File: config.mk
export PLATFORM = sky130hd
export DESIGN_NAME = a_b_link_arbiter
export DESIGN_NICKNAME = d
export VERILOG_FILES = /design/src/rtl/a_b_link_arbiter.sv
export SDC_FILE = /design/constraint.sdc
export NUM_CORES = 1
export LEC_CHECK = 0
export BUFFER_PORTS_ARGS = -buffer_cell sky130_fd_sc_hd__buf_2
export CAP_MARGIN = 10
export CORE_ASPECT_RATIO = 1.75
export CORE_MARGIN = 4
export CORE_UTILIZATION = 48
export DETAILED_ROUTE_END_ITERATION = 7
export PLACE_DENSITY = 0.85
export SYNTH_ARGS = -nofsm -noshare
export SYNTH_HDL_FRONTEND = slang
export SYNTH_SLANG_ARGS = --single-unit
File: constraint.sdc
create_clock -name clk -period 3.55 [get_ports clk]
set_input_delay 0.1775 -clock clk [delete_from_list [all_inputs] [get_ports clk]]
set_output_delay 0.1775 -clock clk [all_outputs]
set_load 0.01 [all_outputs]
File: src/rtl/a_b_link_arbiter.sv
// a_b_link_arbiter: round-robin owner of the module_b -> module_a link.
// One request in flight; reply or timeout is routed back to its owner.
module a_b_link_arbiter #(
  parameter int NUM_REQ = 4,
  parameter int DATA_TO_A_BITWIDTH = 16,
  parameter int DATA_FROM_A_BITWIDTH = 16,
  parameter int TIMEOUT_CYCLES = 255,
  localparam int GW = (NUM_REQ > 1) ? $clog2(NUM_REQ) : 1,
  localparam int CW = (TIMEOUT_CYCLES > 0) ?
                      $clog2(TIMEOUT_CYCLES + 1) : 1
) (
  input  logic clk,
  input  logic rst_n,
  input  logic [NUM_REQ-1:0] req_valid,
  input  logic [NUM_REQ*DATA_TO_A_BITWIDTH-1:0] req_data,
  output logic [NUM_REQ-1:0] req_ready,
  output logic [DATA_TO_A_BITWIDTH-1:0] data_to_a,
  output logic to_a_valid,
  input  logic to_a_ready,
  input  logic [DATA_FROM_A_BITWIDTH-1:0] data_from_a,
  input  logic from_a_valid,
  output logic [DATA_FROM_A_BITWIDTH-1:0] resp_data,
  output logic [NUM_REQ-1:0] resp_valid,
  output logic [NUM_REQ-1:0] resp_timeout,
  output logic [GW-1:0] grant_id,
  output logic busy
);

  typedef enum logic [1:0] {
    S_IDLE,
    S_SEND,
    S_WAIT
  } state_t;

  localparam logic [CW-1:0] CNT_LAST =
    CW'(TIMEOUT_CYCLES - 1);
  localparam logic [GW-1:0] LAST_INIT =
    GW'(NUM_REQ - 1);

  state_t state;
  logic [GW-1:0] last_grant;
  logic [CW-1:0] cnt;
  logic [GW-1:0] sel;
  logic [GW-1:0] hi_sel;
  logic [GW-1:0] lo_sel;
  logic hi_found;
  logic lo_found;
  logic found;

  // Lowest index above last_grant wins; otherwise wrap to lowest overall.
  always_comb begin
    hi_sel = '0;
    lo_sel = '0;
    hi_found = 1'b0;
    lo_found = 1'b0;
    for (int i = NUM_REQ - 1; i >= 0; i--) begin
      if (req_valid[i]) begin
        if (i > int'(last_grant)) begin
          hi_found = 1'b1;
          hi_sel = GW'(i);
        end else begin
          lo_found = 1'b1;
          lo_sel = GW'(i);
        end
      end
    end
    found = hi_found | lo_found;
    sel = hi_found ? hi_sel : lo_sel;
  end

  always_comb begin
    req_ready = '0;
    if (state == S_IDLE && rst_n && found)
      req_ready[sel] = 1'b1;
  end

  assign busy = (state != S_IDLE);

  always_ff @(posedge clk) begin
    if (!rst_n) begin
      state <= S_IDLE;
      last_grant <= LAST_INIT;
      cnt <= '0;
      data_to_a <= '0;
      to_a_valid <= 1'b0;
      resp_data <= '0;
      resp_valid <= '0;
      resp_timeout <= '0;
      grant_id <= '0;
    end else begin
      resp_valid <= '0;
      resp_timeout <= '0;
      unique case (state)
        S_IDLE: begin
          if (found) begin
            data_to_a <= req_data[int'(sel)*DATA_TO_A_BITWIDTH
                                  +: DATA_TO_A_BITWIDTH];
            grant_id <= sel;
            last_grant <= sel;
            to_a_valid <= 1'b1;
            state <= S_SEND;
          end
        end
        S_SEND: begin
          if (to_a_ready) begin
            to_a_valid <= 1'b0;
            cnt <= '0;
            state <= S_WAIT;
          end
        end
        S_WAIT: begin
          // A reply in the terminal cycle takes priority over timeout.
          if (from_a_valid) begin
            resp_data <= data_from_a;
            resp_valid[grant_id] <= 1'b1;
            state <= S_IDLE;
          end else if (TIMEOUT_CYCLES != 0 && cnt == CNT_LAST) begin
            resp_timeout[grant_id] <= 1'b1;
            state <= S_IDLE;
          end else if (cnt != '1) begin
            cnt <= cnt + 1'b1;
          end
        end
        default: state <= S_IDLE;
      endcase
    end
  end

endmodule

# [Word-level counts from Yosys, hierarchy flattened]
# Cells that the tools add are included.
[classes] add_sub_neg=1 magnitude_cmp=7 n_eq_ne=10 n_shift=1 mux=45 n_bitwise=4 n_reduce_logical=15
[op_table] cell="64-bit by 7-bit indexed part select with 16-bit output" count=1
[op_table] cell="2-bit two-way mux" count=18
[op_table] cell="8-bit two-way mux" count=4
[op_table] cell="1-bit two-way mux" count=17
[op_table] cell="8-bit case mux with 2 select lines" count=1
[op_table] cell="2-bit inequality test (second input constant)" count=5
[op_table] cell="3-bit AND reduction" count=3
[op_table] cell="8-bit by 1-bit adder with 8-bit output (second input constant)" count=1
[op_table] cell="8-bit equality test (second input constant)" count=1
[op_table] cell="8-bit inequality test (second input constant)" count=1
[op_table] cell="2-bit by 3-bit less-than comparator with 1-bit output (second input constant)" count=2
[op_table] cell="2-bit case mux with 3 select lines" count=1
[op_table] cell="2-bit nonzero test" count=3
[op_table] cell="5-bit AND reduction" count=1
[op_table] cell="1-bit demux with 2-bit select" count=2
[op_table] cell="2-bit by 1-bit >= comparator with 1-bit output (second input constant)" count=2
[op_table] cell="2-bit greater-than comparator (first input constant)" count=2
[op_table] cell="1-bit logical AND" count=4
[op_table] cell="4-bit two-way mux" count=1
[op_table] cell="2-bit AND reduction" count=2
[op_table] cell="4-bit OR reduction" count=1
[op_table] cell="3-bit inequality test (second input constant)" count=1
[op_table] cell="1-bit NOT" count=3
[op_table] cell="2-bit by 1-bit equality test with 1-bit output (second input constant)" count=1
[op_table] cell="5 further kinds" count=5
[totals] register_bits=55 inputBits=88 elab_cells=92

# [Depth between registers and ports, before layout]
[depth] ltp_word=14 mapped_depth=7

# [Worst setup path before layout]
# No wires, ideal clock.
[synth_path] path_kind="register to register" start="register cnt[0]" end="register cnt[5]" arrival_ns=1.654 t_required_ns=3.480 slack_ns=1.826 stages_incl_launch_ff=6 n_path_buf=0 synth_period_minus_slack_ns=1.724 cell_sequence="dfxtp_1 ha_1 a41o_1 a22o_1 or4_1 a21oi_1"
[synth_via] elab_chain_len=5 elab_cells_between_ends=10
[synth_rtl] item="start, declared" line_no="42" rtl="logic [CW-1:0] cnt;"
[synth_rtl] item="start signal, assigned" line_no="121" rtl="cnt <= cnt + 1'b1;"
[synth_rtl] item="8-bit by 1-bit adder with 8-bit output" line_no="121"
[synth_rtl] item="8-bit two-way mux" line_no="120" rtl="end else if (cnt != '1) begin"
[synth_rtl] item="8-bit two-way mux" line_no="117" rtl="end else if (TIMEOUT_CYCLES != 0 && cnt == CNT_LAST) begin"
[synth_rtl] item="8-bit two-way mux" line_no="113" rtl="if (from_a_valid) begin"
[synth_rtl] item="8-bit case mux with 2 select lines" line_no="93" rtl="unique case (state)"
# Several ways; a longest one is shown, not always the timed one. The select of a mux whose other input is x is not followed.
# A chain may end at the register's enable or synchronous reset.

# [Worst setup path after layout]
[layout_path] start="register last_grant[1]" end="register data_to_a[2]"
[layout_via] elab_chain_len=10 elab_cells_between_ends=33
[layout_rtl] item="start, declared" line_no="41" rtl="logic [GW-1:0] last_grant;"
[layout_rtl] item="start signal, assigned" line_no="99" rtl="last_grant <= sel;"
[layout_rtl] item="2-bit greater-than comparator" line_no="58" rtl="if (i > int'(last_grant)) begin"
[layout_rtl] item="2-bit two-way mux / 1-bit two-way mux (equally long branches)" line_no="58"
[layout_rtl] item="2-bit two-way mux / 1-bit two-way mux (equally long branches)" line_no="57" rtl="if (req_valid[i]) begin"
[layout_rtl] item="2-bit two-way mux / 1-bit two-way mux (equally long branches)" line_no="58"
[layout_rtl] item="2-bit two-way mux / 1-bit two-way mux (equally long branches)" line_no="57"
[layout_rtl] item="2-bit two-way mux / 1-bit two-way mux (equally long branches)" line_no="58"
[layout_rtl] item="2-bit two-way mux / 1-bit two-way mux (equally long branches) (2 in series)" line_no="57"
[layout_rtl] item="2-bit two-way mux / 1-bit bitwise OR (equally long branches)" line_no="68, 67"
[layout_rtl] item="64-bit by 7-bit indexed part select with 16-bit output / 2-bit AND reduction (equally long branches)"
[layout_rtl] item="end signal, assigned" line_no="96" rtl="data_to_a <= req_data[int'(sel)*DATA_TO_A_BITWIDTH"
[layout_rtl] item="end, declared" line_no="17" rtl="output logic [DATA_TO_A_BITWIDTH-1:0] data_to_a,"
# Several ways; a longest one is shown, not always the timed one.

==> run metrics <==
fmax 0.412 GHz; drt pass-1 iters 5; Critical Path RT 3780 ps; post-CTS resize count 0; first-pass GRT wire length 11300 microns; Hold-fix buffers, CTS 0; outcome completed; placed instance count 478; Num Clock Sinks 55; #FFs+latches synth 55; routed len/inst 14.3 microns; Synth Instances 305; Setup Skew 5.24 ps; Post-synth top flop dfxtp_1; synthesized area 2580 sq um; H-tree depth 2; diodes inserted 0; Crit Path Max Fanout 24; # Max-Cap Violations 0; commonest non-fill, non-tap cell in the layout buf_2; Mean Syn Cell Area 8.45 sq um; Post-Syn Nets 395; GRT Residual Overflow 0; die area 6650 sq um; slowest stage delay, CP 900 ps; Slew headroom 23.8%; Yosys warning total 0; RSZ-0062 raised after global routing false; Netlist cell types 40; worst hold margin 125 ps; register area share after synthesis 42.7%; slowest CP cell a31oi_1; Rows 35; clk buf depth 2; Core Area 5260 sq um; Setup-failing EPs final 0; clk slew on worst S/H paths 90 ps; Crit path top cell by count a31oi_1; Layout fillers 495; Die Height 105 microns; post-route setup TNS 0 ps; power per cell area 410 nW/um^2; final WL 6960 microns; min Tclk post-route 2420 ps; fin. max-slew vios 0; crit-path cells inv_1, o311a_2, a31oi_1, a22oi_1, a31oi_1; Hold Crit Class in2reg; initial antenna violation count 0; Async S/R FF share, synth 0%; CTS tree done; CP arrival 2650 ps; nets 520; Post-Layout Cell Count 486; clock root buffer clkbuf_8; number of synthesized flops with an enable pin 0; Post-route DRC 0; CP Class reg2reg; Chip Width 63.4 microns; cell family with most CP delay compound AO/OA/AOI/OAI gates; Tcrit/Tclk final 68.3%; Worst-Skew Late Latency 300 ps; Post-DRT Antenna Nets 0; most frequent cells in the layout buf_2 (135), nand2_1 (55), dfxtp_1 (55); startpoint types flop; Layout area overhead 29.2%; CTS Buf Count 5; Lkg Pwr 1.48 nW; drt via density 5.57; layout cell share with drive strength beyond 1 37.6%; GP Congestion 0.794; Buffers on Ports 135; I/O pin count 136; WP buf/inv 1; DRT iter0 DRCs 99; largest net degree at the start of global routing 47; HPWL Detailed 5470 microns; via count 2706; Hold Fails Final Rpt 0; Max VDD drop 0.000203 V; vias in the first global route 2653; Worst-Margin Slew 1140 ps; Post-CTS Setup Inserts 0; Worst setup EP type flop; Initial Utilization 49.0%; GRT Util Overall 20.9%
[final cells by class]
class                      instances  area (sq um)  area share, %
multi-input combinational        228          1380           41.3
sequential                        55          1100           33.1
timing repair buffer             137           691           20.7
clock buffer                       7          76.3           2.29
tap                               55          68.8           2.07
inverter                           3          11.3          0.338
clock inverter                     1          5.00          0.150
[path summary, 6_finish.rpt]
| kind | end | depth (start not counted) | from | slack [ps] |
|---|---|---|---|---|
| setup / recovery | data_to_a[2] | 5 | last_grant[1] | 1130 |
| hold / removal | resp_data[7] | 3 | data_from_a[7] | 120 |
| setup reg to reg | data_to_a[2] | 5 | last_grant[1] | 1130 |
| hold reg to reg | resp_data[7] | 2 | resp_data[7] | 460 |
[registers in the layout (all words and copies together) (netlist names)]
signal / count
cnt: 8
last_grant: 2
resp_valid: 4
state: 2
data_to_a: 16
resp_timeout: 4
grant_id: 2
resp_data: 16
to_a_valid: 1
[cell families after synthesis]
group                    after synthesis  share of synthesized area, %
flip-flops                            55                          42.7
adder cells (fa/ha/maj)                2                         0.971
AND/OR/NAND/NOR                      111                          20.1
buffers and inverters                 22                          4.03
multiplexers                          17                          7.38
AO/OA/AOI/OAI                         98                          24.8
[worst min-delay path: stages]
cell and delay [ps]:
buf_2 90, nand2_1 40, a21boi_0 60
[through the flow]
stage / cell area, sq um / setup slack (ps) / utilization, % / total power, W
floorplan: 2580 / 1830 / - / 0.000923
global placement: 3250 / 1280 / 61.8 / 0.00104
detailed placement: 3250 / 1170 / 61.8 / 0.00105
CTS: 3330 / 1160 / 63.4 / 0.00138
global route: 3330 / 1020 / 63.4 / 0.00144
finish: 3330 / 1130 / 63.4 / 0.00136
[synthesized netlist by cell type, drive strengths merged, types with 2 or more instances]
cell type | count | share of area [%]
a21boi | 20 | 5.8
a21oi | 9 | 1.7
a22oi | 17 | 5.0
a31oi | 18 | 4.4
a41o | 2 | 0.78
and4 | 2 | 0.78
buf | 7 | 1.8
clkbuf | 12 | 1.7
dfxtp | 55 | 43
ha | 2 | 0.97
inv | 3 | 0.44
mux2 | 16 | 7.0
nand2 | 55 | 8.0
nand2b | 4 | 0.97
nand3 | 13 | 2.5
nor2 | 15 | 2.2
nor2b | 6 | 1.5
nor3 | 2 | 0.39
o21ai | 25 | 4.9
o31ai | 2 | 0.58
or2 | 2 | 0.49
or3 | 4 | 0.97
or4 | 2 | 0.58
[layer usage]
layer  vias to the layer above  global-route usage (%)  share of wire, %
met5                         -                       0                 0
met4                         0                    9.43               2.8
met3                        13                    5.81               8.2
met2                       114                    40.0                54
met1                      1232                    19.7                35
li1                       1347                       -                 -
[power by group]
part | internal (W) | leakage, nW | total (W) | switching (W)
sequential | 0.000660 | 0.449 | 0.000685 | 0.0000250
clock | 0.000139 | 0.0422 | 0.000326 | 0.000187
combinational | 0.000158 | 0.991 | 0.000353 | 0.000195
total | 0.000957 | 1.48 | 0.00136 | 0.000407
Note: power is estimated with default switching activity, not from simulation.
